## src/rtl/table_mac_sched.sv

```systemverilog
// Round-robin scheduler that shares one coefficient table and one MAC datapath
// between an accumulate-up channel (0) and an accumulate-down channel (1).
//
// state | meaning
// INIT  | table load sequencer writes T[i] = i, one entry per edge
// IDLE  | waiting for a request; grants one channel and latches its operands
// ACC   | updates the granted channel's accumulator
// OUT   | computes and registers the result, pulses xvalid
module table_mac_sched #(
    parameter int NBITS    = 8,
    parameter int ROWS     = 4,
    parameter int COLS     = 4,
    parameter int ACC_INIT = 21
) (
    input  logic                     clk,
    input  logic                     rst_n,
    input  logic                     req0,
    input  logic                     req1,
    input  logic [NBITS-1:0]         a0,
    input  logic [NBITS-1:0]         b0,
    input  logic [NBITS-1:0]         a1,
    input  logic [NBITS-1:0]         b1,
    input  logic                     cfg_we,
    input  logic [$clog2(ROWS)-1:0]  cfg_row,
    input  logic [$clog2(COLS)-1:0]  cfg_col,
    input  logic [NBITS-1:0]         cfg_data,
    output logic [1:0]               gnt,
    output logic [NBITS-1:0]         xout,
    output logic                     xvalid,
    output logic                     xsrc,
    output logic                     busy,
    output logic                     init_done
);
    localparam int DEPTH  = ROWS * COLS;
    localparam int AW     = $clog2(DEPTH);
    localparam int T0_IDX = 1 * COLS + 2;
    localparam int T1_IDX = 2 * COLS + 1;

    typedef enum logic [1:0] {S_INIT, S_IDLE, S_ACC, S_OUT} state_t;

    state_t           state, state_nx;
    logic [AW-1:0]    init_left, init_left_nx;
    logic             init_done_nx;
    logic             rr_last, rr_nx;
    logic             ch, ch_nx;
    logic [NBITS-1:0] a_q, a_nx, b_q, b_nx;
    logic [NBITS-1:0] acc0, acc0_nx, acc1, acc1_nx;
    logic [1:0]       gnt_nx;
    logic [NBITS-1:0] xout_nx;
    logic             xvalid_nx, xsrc_nx;
    logic             pick;
    logic [NBITS-1:0] res0, res1;

    logic             tbl_we;
    logic [AW-1:0]    tbl_addr;
    logic [NBITS-1:0] tbl_din;
    logic [NBITS-1:0] tbl [DEPTH];

    // Table has no reset; INIT rewrites every entry after each reset.
    always_ff @(posedge clk) begin
        if (tbl_we) tbl[tbl_addr] <= tbl_din;
    end

    always_comb begin
        tbl_we   = 1'b0;
        tbl_addr = AW'(cfg_row) * AW'(COLS) + AW'(cfg_col);
        tbl_din  = cfg_data;
        if (state == S_INIT) begin
            tbl_we   = 1'b1;
            tbl_addr = AW'(DEPTH - 1) - init_left;
            tbl_din  = NBITS'(tbl_addr);
        end else if (cfg_we) begin
            tbl_we = 1'b1;
        end
    end

    // Both results read the table before any same-edge config write lands.
    always_comb begin
        res0 = a_q - b_q * NBITS'(3) - acc0 * tbl[T0_IDX] + NBITS'(11);
        res1 = a_q - b_q * NBITS'(7) - acc1 * tbl[T1_IDX] + NBITS'(17);
    end

    // On a tie the channel not granted last wins; otherwise the lone requester.
    assign pick = (req0 & req1) ? ~rr_last : ~req0;
    assign busy = (state != S_IDLE);

    always_comb begin
        state_nx     = state;
        init_left_nx = init_left;
        init_done_nx = init_done;
        rr_nx        = rr_last;
        ch_nx        = ch;
        a_nx         = a_q;
        b_nx         = b_q;
        acc0_nx      = acc0;
        acc1_nx      = acc1;
        gnt_nx       = 2'b00;
        xout_nx      = xout;
        xvalid_nx    = 1'b0;
        xsrc_nx      = xsrc;
        case (state)
            S_INIT: begin
                if (init_left == '0) begin
                    init_done_nx = 1'b1;
                    state_nx     = S_IDLE;
                end else begin
                    init_left_nx = init_left - 1'b1;
                end
            end
            S_IDLE: begin
                if (req0 | req1) begin
                    gnt_nx   = pick ? 2'b10 : 2'b01;
                    ch_nx    = pick;
                    rr_nx    = pick;
                    a_nx     = pick ? a1 : a0;
                    b_nx     = pick ? b1 : b0;
                    state_nx = S_ACC;
                end
            end
            S_ACC: begin
                if (ch) acc1_nx = acc1 - (a_q - b_q);
                else    acc0_nx = acc0 + (a_q + b_q);
                state_nx = S_OUT;
            end
            S_OUT: begin
                xout_nx   = ch ? res1 : res0;
                xvalid_nx = 1'b1;
                xsrc_nx   = ch;
                state_nx  = S_IDLE;
            end
            default: state_nx = S_INIT;
        endcase
    end

    always_ff @(posedge clk or negedge rst_n) begin
        if (!rst_n) begin
            state     <= S_INIT;
            init_left <= AW'(DEPTH - 1);
            init_done <= 1'b0;
            rr_last   <= 1'b1;
            ch        <= 1'b0;
            a_q       <= '0;
            b_q       <= '0;
            acc0      <= NBITS'(ACC_INIT);
            acc1      <= NBITS'(ACC_INIT);
            gnt       <= 2'b00;
            xout      <= '0;
            xvalid    <= 1'b0;
            xsrc      <= 1'b0;
        end else begin
            state     <= state_nx;
            init_left <= init_left_nx;
            init_done <= init_done_nx;
            rr_last   <= rr_nx;
            ch        <= ch_nx;
            a_q       <= a_nx;
            b_q       <= b_nx;
            acc0      <= acc0_nx;
            acc1      <= acc1_nx;
            gnt       <= gnt_nx;
            xout      <= xout_nx;
            xvalid    <= xvalid_nx;
            xsrc      <= xsrc_nx;
        end
    end
endmodule

```

## config.mk

```make
export PLATFORM = sky130hd
export DESIGN_NAME = table_mac_sched
export DESIGN_NICKNAME = d
export VERILOG_FILES = /design/src/rtl/table_mac_sched.sv
export SDC_FILE = /design/constraint.sdc
export NUM_CORES = 1
export LEC_CHECK = 0
export ABC_AREA = 1
export CAP_MARGIN = 20
export CELL_PAD_IN_SITES_DETAIL_PLACEMENT = 1
export CELL_PAD_IN_SITES_GLOBAL_PLACEMENT = 2
export CORE_MARGIN = 4
export CORE_UTILIZATION = 36
export CTS_BUF_LIST = sky130_fd_sc_hd__clkbuf_4 sky130_fd_sc_hd__clkbuf_8
export DETAILED_ROUTE_END_ITERATION = 16
export PLACE_DENSITY = 0.88
export SYNTH_ARGS = -nofsm -noshare
export SYNTH_HDL_FRONTEND = slang
export SYNTH_SLANG_ARGS = --single-unit
```

## constraint.sdc

```tcl
create_clock -name clk -period 5.3 [get_ports clk]
set_input_delay 0.53 -clock clk [delete_from_list [all_inputs] [get_ports clk]]
set_output_delay 0.53 -clock clk [all_outputs]
set_load 0.01 [all_outputs]
```

==> Word level (Yosys, flattened, before mapping) <==
Memory sizes are Yosys's and may differ from the RTL's.
Index checks and enable logic that the tools add are counted.
{ "totals": {"reg_bits": 53, "wordCells": 68, "mem_bits_rw": 128, "n_memories": 1, "out_inout_bits": 14} }
{ "mem_list": {"columns": ["memory", "depth", "word_bits", "read_ports", "rd_clocked_by_memory_dff", "write_ports", "line_no", "rtl"], "rows": [
  ["tbl", 16, 8, 2, 0, 1, "57", "logic [NBITS-1:0] tbl [DEPTH];"]
]} }
{ "classes": {"n_eq_ne": 6, "n_bitwise": 6, "add_sub_neg": 13, "muxes": 17, "mul": 4, "reduce_logical": 8} }
{ "ops": {"columns": ["cell", "n"], "rows": [
  ["subtractor 8 bit", 6],
  ["2-to-1 mux 8 bit", 4],
  ["adder 8 bit", 2],
  ["multiplier 8 x 8 -> 8 bit", 2],
  ["AND reduction 2 bit", 6],
  ["2-to-1 mux 2 bit", 5],
  ["adder 8 x 4 -> 8 bit (second input constant)", 1],
  ["adder 8 x 5 -> 8 bit (second input constant)", 1],
  ["multiplier 8 x 2 -> 8 bit (second input constant)", 1],
  ["multiplier 8 x 3 -> 8 bit (second input constant)", 1],
  ["one-hot mux 2 bit (4 select lines)", 1],
  ["2-to-1 mux 1 bit", 6],
  ["adder 4 x 2 -> 4 bit", 1],
  ["== test 2 bit (second input constant)", 2],
  ["logical NOT 4 bit", 1],
  ["2-to-1 mux 4 bit", 1],
  ["inequality test 2 x 1 -> 1 bit (second input constant)", 2],
  ["NOT 1 bit", 4],
  ["subtractor 4 x 1 -> 4 bit (second input constant)", 1],
  ["subtractor 4 bit (first input constant)", 1],
  ["== test 2 x 1 -> 1 bit (second input constant)", 1],
  ["logical NOT 2 bit", 1],
  ["inequality test 2 bit (second input constant)", 1],
  ["bitwise AND 1 bit", 1],
  ["bitwise OR 1 bit", 1]
]} }

==> Longest topological paths before layout <==
Gate-level depths: netlist (run 1).
{ "depth": {"ltp_word": 5, "mapped_depth": 26} }

==> Least setup slack after synthesis (run 1) <==
OpenSTA, ideal clock, no wires.
{ "synth_timing": {"kind": "register to register", "from": "register b_q[4]", "to": "register xout[7]", "arrival_ns": 4.275, "path_stages_with_launch": 23, "required_time_ns": 5.184, "path_slack_ns": 0.909, "path_buffers": 0, "path_cell_list": "dfrtp_1 -> inv_1 -> fa_1 -> fa_1 -> fa_1 -> fa_1 -> inv_1 -> fa_1 -> inv_1 -> ha_1 -> nand2_1 -> inv_1 -> nand4_1 -> nand3_1 -> inv_1 -> nand2_1 -> nand2_1 -> inv_1 -> nand3_1 -> nand3_1 -> nand2_1 -> nand2_1 -> nand2_1"} }
{ "synth_between": {"elab_chain_cells": 5} }
{ "synth_lines": {"columns": ["element", "line_no", "rtl"], "rows": [
  ["start, declared", "46", "logic [NBITS-1:0] a_q, a_nx, b_q, b_nx;"],
  ["start signal, assigned", "157", "b_q <= b_nx;"],
  ["multiplier 8 x 2 -> 8 bit / multiplier 8 x 3 -> 8 bit (equally long branches)", "79, 80", null],
  ["subtractor 8 bit, on equally long branches (2 in a row)", "79, 80", null],
  ["adder 8 x 4 -> 8 bit / adder 8 x 5 -> 8 bit (equally long branches)", "79, 80", null],
  ["2-to-1 mux 8 bit *", "126", "xout_nx = ch ? res1 : res0;"],
  ["end signal, assigned", "161", "xout <= xout_nx;"],
  ["end, declared", "28", "output logic [NBITS-1:0] xout,"]
]} }
Mark *: on every way between the ends. The rest lies on a longest branch, timed or not.
A chain may end at the register's enable or synchronous reset.

==> Worst setup path in the final report (run 1) <==
{ "layout_timing": {"from": "register b_q[3]", "to": "register xout[7]"} }
Same word-level chain as after synthesis.

==> reports/metrics.yaml, run 1 <==
critPathCaptureType: "flop"
cts_tree: "yes"
cp_data_arrival_time_ns: 5.03
ant_nets: 0
clkTransAtPathRegs_ns: 0.10
die_w_microns: 151
first_global_vias: 6348
required_ns: 5.59
clock_latency_ns: 0.39
cp_max_fo: 6
cts_max_level: 3
syn_nets: 1119
root_buffer: "clkbuf_8"
syn_area_sq_um: 7340
final_layout_size_suffix_gt1_share_pct: 5.18
grt_pass1_wl_microns: 33400
gp_congestion: 0.837
antennaDiodeCount: 0
synth_xor_area_share_pct: 2.74
tightest_slew_ns: 0.772
fin_util_pct: 42.5
initial_utilization_pct: 37.1
synthMuxAreaShare_pct: 0
slew_headroom_pct: 48.5
final_cell_mix: "237 x nand2_1, 216 x inv_1, 78 x ha_1, 74 x fa_1, 61 x clkdlybuf4s50_1"
syn_area_per_cell_sq_um: 8.00
avgViaCountPerCell: 4.73
fin_nets: 1180
drtPass1Iterations: 4
synth_compound_area_share_pct: 7.28
ctsResizeCount: 0
maxCapViolations: 0
finalHoldViolations: 0
port_buffers: 62
die_h_microns: 151
synth-seq-area-share_pct: 24.8
yosys_warnings: 0
grt_setup_unrepaired: "false"
clockBufferDepth: 2
remaining_drc_errors: 0
yosys.area_share.simple_pct: 18.5
fillers: 2448
slew_violations: 0
synth.distinct_cells: 33
finalCritPeriodShare_pct: 89.5
grt_antenna_before_repair: 0
worst_hold_slack_ns: 0.269
wl_per_cell_microns: 16.6
cts_setup_buffers: 0
hpwlAfterDp_microns: 17400
final_common_cell: "nand2_1"
place_inst: 1233
ios: 63
status: "complete, no violations"
ys_ff_latch: 69
cts.sinks: 69
syn_inst: 918
die_area_sq_um: 22700
core_sq_um: 19800
first_iter_violations: 237
synthAdderAreaFrac_pct: 33.5
overflow: 0
period_needed_ns: 4.74
core.rowCount: 51
syn_to_final_growth_pct: 14.6
cts_hold_buf: 0
rrSetupSlack_ns: 0.56
synth_top_family_by_area: "adder cells"
num_vias: 5913
skew_ns: 0.0122
critPathKind: "flop to flop"
grt_max_degree: 54
fin_setup_tns_ns: 0
min_path_type: "primary input to async pin"
final_cells: 1249
startpoint_type: "flop"
totalWireLength_microns: 20800
finalSetupViolCount: 0
grt_use_total_pct: 19.4
cts_buffers: 9
fmax_mhz: 211
-- cells in the mapped netlist --
cell	number	area, sq um
o31ai_1	1	7.51
nor4_1	2	12.5
nand3b_1	5	37.5
inv_2	5	18.8
nor2_1	44	165
o22ai_1	15	93.8
nand2_2	6	37.5
o21ai_0	44	220
nand4_1	3	18.8
a21o_1	1	7.51
edfxtp_1	16	480
a31oi_1	7	43.8
inv_1	216	811
buf_4	5	37.5
a21oi_1	21	105
dfstp_2	11	289
ha_1	78	976
nand3_2	2	20.0
or2_2	1	6.26
dfrtp_1	42	1050
o21ai_1	5	25.0
o221ai_1	1	8.76
buf_2	6	30.0
nand2_1	237	890
clkbuf_1	4	15.0
nand3_1	34	170
fa_1	74	1480
buf_6	5	56.3
o21bai_1	2	15.0
xor2_1	5	43.8
clkinv_1	1	3.75
a211oi_1	1	7.51
xnor2_1	18	158
-- registers in the layout, indices dropped and copies added (netlist names), 2 cells and up --
register	flops
acc0	8
a_q	8
b_q	8
acc1	8
init_left	4
xout	8
gnt	2
state	2
tbl	16
-- routing by layer --
metal / vias up / wire length, microns / global-route usage [%]
met5: - / 0 / 0
met3: 27 / 955 / 3.47
met4: 0 / 485 / 5.39
met2: 123 / 10100 / 33.4
li1: 2916 / - / -
met1: 2847 / 9240 / 25.2
-- logic make-up (layout without fill, tap and decap cells) --
family / after synthesis / count (layout)
AND/OR/NAND/NOR: 334 / 334
AO/OA/AOI/OAI: 98 / 98
XOR/XNOR: 23 / 23
adder cells (fa/ha/maj): 152 / 152
flip-flops: 69 / 69
buffers and inverters: 242 / 308
-- stage by stage --
step                      instance area [sq um]  worst slack (ns)
after floorplan                            7340             0.909
after global placement                     8210             0.719
after detailed placement                   8210             0.549
after CTS                                  8410             0.507
after global routing                       8410             0.189
final                                      8410             0.557
-- critical path, cell delays in order, from the launching register on --
cell,delay (ns)
dfrtp_1,0.51
inv_1,0.19
fa_1,0.53
fa_1,0.52
fa_1,0.53
fa_1,0.56
inv_1,0.06
fa_1,0.54
inv_1,0.05
ha_1,0.35
nand2_1,0.08
inv_1,0.06
nand4_1,0.07
nand3_1,0.10
inv_1,0.04
nand2_1,0.05
nand2_1,0.06
inv_1,0.05
nand3_1,0.06
nand3_1,0.07
nand2_1,0.05
nand2_1,0.05
nand2_1,0.06
-- path summary, 6_finish.rpt --
path / start / end / depth (start not counted)
max: b_q[3]$_DFFE_PN0P_ / xout[7]$_DFFE_PN0P_ / 22
min reg2reg: xout[3]$_DFFE_PN0P_ / xout[3]$_DFFE_PN0P_ / 2
min: rst_n / gnt[1]$_DFF_PN0_ / 2
max reg2reg: b_q[3]$_DFFE_PN0P_ / xout[7]$_DFFE_PN0P_ / 22
min in group clk: xout[3]$_DFFE_PN0P_ / xout[3]$_DFFE_PN0P_ / 2
max in group asynchronous: rst_n / a_q[2]$_DFFE_PN0P_ / 2
-- cell type report --
cell class	count	area (sq um)	share of cell area [%]
clock buffers	9	124	1.47
flip-flops and latches	69	1820	21.6
clock inverters	7	75.1	0.892
well taps	265	332	3.94
repair buffers	70	676	8.03
inverters	222	833	9.90
multi-input cells	607	4550	54.1
Power of run 1 is not shown: default switching activity piles up to over one toggle a cycle in this logic, so the estimate is an artifact.
==> inputs of run 2 (changes only) <==
Settings changed: CAP_MARGIN 20 to 15.
==> results of run 2 <==
Same layout as run 1: the final DEF is identical, and so are final timing and power.
Power of run 2 is left out for the same reason.
==> inputs of run 3 (changes only) <==
Settings changed: GPL_ROUTABILITY_DRIVEN set to 0, SKIP_CTS_REPAIR_TIMING set to 1, SKIP_LAST_GASP set to 1.
==> results of run 3 <==
Same layout as run 1: the final DEF is identical, and so are final timing and power.
Power of run 3 is left out for the same reason.
==> patch (settings of run 1) <==
Add an input register stage for `cfg_we`, `cfg_row`, `cfg_col` and `cfg_data`, with the module's reset; this delays them by one clock. The other inputs are not delayed to match.
--- a/src/rtl/table_mac_sched.sv
+++ b/src/rtl/table_mac_sched.sv
@@ -39,4 +39,23 @@
     typedef enum logic [1:0] {S_INIT, S_IDLE, S_ACC, S_OUT} state_t;
 
+    logic cfg_we_q;
+    logic [$clog2(ROWS)-1:0] cfg_row_q;
+    logic [$clog2(COLS)-1:0] cfg_col_q;
+    logic [NBITS-1:0] cfg_data_q;
+
+    always_ff @(posedge clk or negedge rst_n) begin
+        if (!rst_n) begin
+            cfg_we_q   <= '0;
+            cfg_row_q  <= '0;
+            cfg_col_q  <= '0;
+            cfg_data_q <= '0;
+        end else begin
+            cfg_we_q   <= cfg_we;
+            cfg_row_q  <= cfg_row;
+            cfg_col_q  <= cfg_col;
+            cfg_data_q <= cfg_data;
+        end
+    end
+
     state_t           state, state_nx;
     logic [AW-1:0]    init_left, init_left_nx;
@@ -64,11 +83,11 @@
     always_comb begin
         tbl_we   = 1'b0;
-        tbl_addr = AW'(cfg_row) * AW'(COLS) + AW'(cfg_col);
-        tbl_din  = cfg_data;
+        tbl_addr = AW'(cfg_row_q) * AW'(COLS) + AW'(cfg_col_q);
+        tbl_din  = cfg_data_q;
         if (state == S_INIT) begin
             tbl_we   = 1'b1;
             tbl_addr = AW'(DEPTH - 1) - init_left;
             tbl_din  = NBITS'(tbl_addr);
-        end else if (cfg_we) begin
+        end else if (cfg_we_q) begin
             tbl_we = 1'b1;
         end
Function: no difference found for any inputs over 10 cycles, from zero or initial values and one cycle with rst_n low; that may be too few to reach the edited logic, so the function may still have changed.
==> patch against run 1 <==
- wire length is 1.3% higher
- critical path depth stayed put
- area after synthesis rose by 3.8%
- worst setup slack got worse by 0.087 ns
- sequential cell count increased by 13
- clock skew fell by 0.0041 ns
- die area up 3.6%
- worst hold slack improved by 0.073 ns
- critical path type unchanged
- synthesized cell count increased by 1.3%
- largest cell class unchanged
- cell count grew 1.2%
- final area increased by 3.4%
Power is not shown: default switching activity piles up to over one toggle a cycle in this logic, so the estimate is an artifact.
==> patch: results (changes against run 1) <==
* Ranking of synthesized cells by area: fa_1 19%, dfrtp_1 18%, ha_1 13%
* Mean routed wirelength per cell at 16.66 um (+0.12%)
* # nets final at 1190 (+0.85%)
* Cells resized by post-CTS repair at 0 (unchanged)
* Largest net degree at the start of global routing at 67 (+24%)
* Num CTS Buffers at 9 (unchanged)
* Post-Synth Adder-Cell Area at 0.3224 (-0.01225)
* Layout Skew at 0.008028 ns (-0.004141 ns)
* Max reg flops at 16 (unchanged)
* Largest fanout on the critical path at 6 (unchanged)
* Clock Path Buffers at 2 (unchanged)
* Hpwl dp at 17580 um (+0.96%)
* Post-synthesis mux area share at 0 (unchanged)
* Arrival time at the worst endpoint at 5.10 ns (+0.07 ns)
* Share of cells above drive strength 1 at 0.04225 (-0.009576)
* Initial antenna violation count at 1 (+1)
* R2R Path End: xout[7]
* Reg2reg setup slack at 0.47 ns (-0.09 ns)
* Compound-Gate Fraction of Synth Area at 0.06927 (-0.003484)
* FF-to-FF Start: b_q[4]
* Yosys Warn Count at 0 (unchanged)
* Vias in the first global route at 6537 (+3.0%)
* Global-route wire length before repair at 34580 um (+3.6%)
* Biggest register: tbl
* Setup Buffers After CTS at 0 (unchanged)
* Slowest-stage cell, CP: fa_1
* DR vias at 5949 (+0.61%)
* Tightest Pin Transition at 0.9354 ns (+0.1630 ns)
* EDFF count, synth at 16 (unchanged)
* Syn_nets at 1131 (+1.1%)
* Count of different cell masters after synthesis at 31 (-6.1%)
* Xor/xnor cell area share of the yosys netlist at 0.02758 (+0.0001449)
* Hold crit path type: input pin to asynchronous set/reset pin
* Post-synth top cells: 234 x nand2_1, 225 x inv_1, 78 x ha_1
* Post-synth ARST share at 0.8049 (+0.03676)
* Clk Latency, worst-skew pair at 0.38 ns
* Root Driver: clkbuf_8
* Slowest stage delay, CP at 0.54 ns (-0.02 ns)
* Initial DRC count at 274 (+16%)
* Setup CP Type: flop to flop
* Status: complete, no violations
* Routability cong. at 0.8406 (+0.42%)
* Most used DFF post-synth: dfrtp_1
* Antenna Cells at 0 (unchanged)
* All-Layer GR Usage at 0.1851 (-0.008964)
* CP top delay family: adder cells
* Fillers at 2514 (+2.7%)
* Seq/Total Area, Yosys at 0.2815 (+0.03360)
* DR pass1 iterations at 4 (unchanged)
* H-tree level count at 3 (unchanged)
patch: cell count changes after synthesis, sizes merged, moves of 4 or more:
cell / before / now
nand2: 243 / 238
xor2: 5 / 11
nor2: 44 / 48
clkbuf: 4 / 8
dfrtp: 42 / 55
inv: 221 / 226
xnor2: 18 / 13
patch: area by class of cell:
type	count	area share
tap	270	0.03882
sequential	82	0.2466
multi-input combinational	601	0.5179
clock buffer	9	0.01423
clock inverter	7	0.008196
timing repair buffer	69	0.07678
inverter	226	0.09748
patch: through the flow:
stage	std cells	utilization	hold slack, ns	worst slack (ns)	area, um2
finish	1264	0.4233	0.3420	0.4694	8702
global route	1264	0.4233	0.4369	0.07304	8702
CTS	1264	0.4233	0.3759	0.4153	8702
detailed placement	1248	0.4138	0.4736	0.4377	8507
global placement	1248	0.4138	0.4643	0.5931	8507
floorplan	930	-	0.2344	0.8073	7622
patch: worst reg2reg max path, delay by kind of cell (launching register included):
family | cells | cell delay [ns]
adders and majority gates | 6 | 2.94
and+or+nand+nor | 12 | 0.86
DFF | 1 | 0.47
buffers and inverters | 4 | 0.46
patch: metal layers:
metal | track usage | vias to the layer above | wire (um) | part of all wire
li1 | - | 2926 | - | -
met1 | 0.2375 | 2881 | 9168 | 0.44
met4 | 0.03911 | 2 | 327 | 0.016
met3 | 0.03907 | 23 | 1068 | 0.051
met2 | 0.3236 | 117 | 10490 | 0.50
met5 | 0 | - | 8 | 0.00038
patch: logic make-up (layout without fill, tap and decap cells):
family,after synthesis,in the layout
AOI/OAI and AO/OA,97,97
xor gates and xnor gates,24,24
adders and majority gates,152,152
DFF,82,82
and+or+nand+nor,328,328
buffers and inverters,247,311
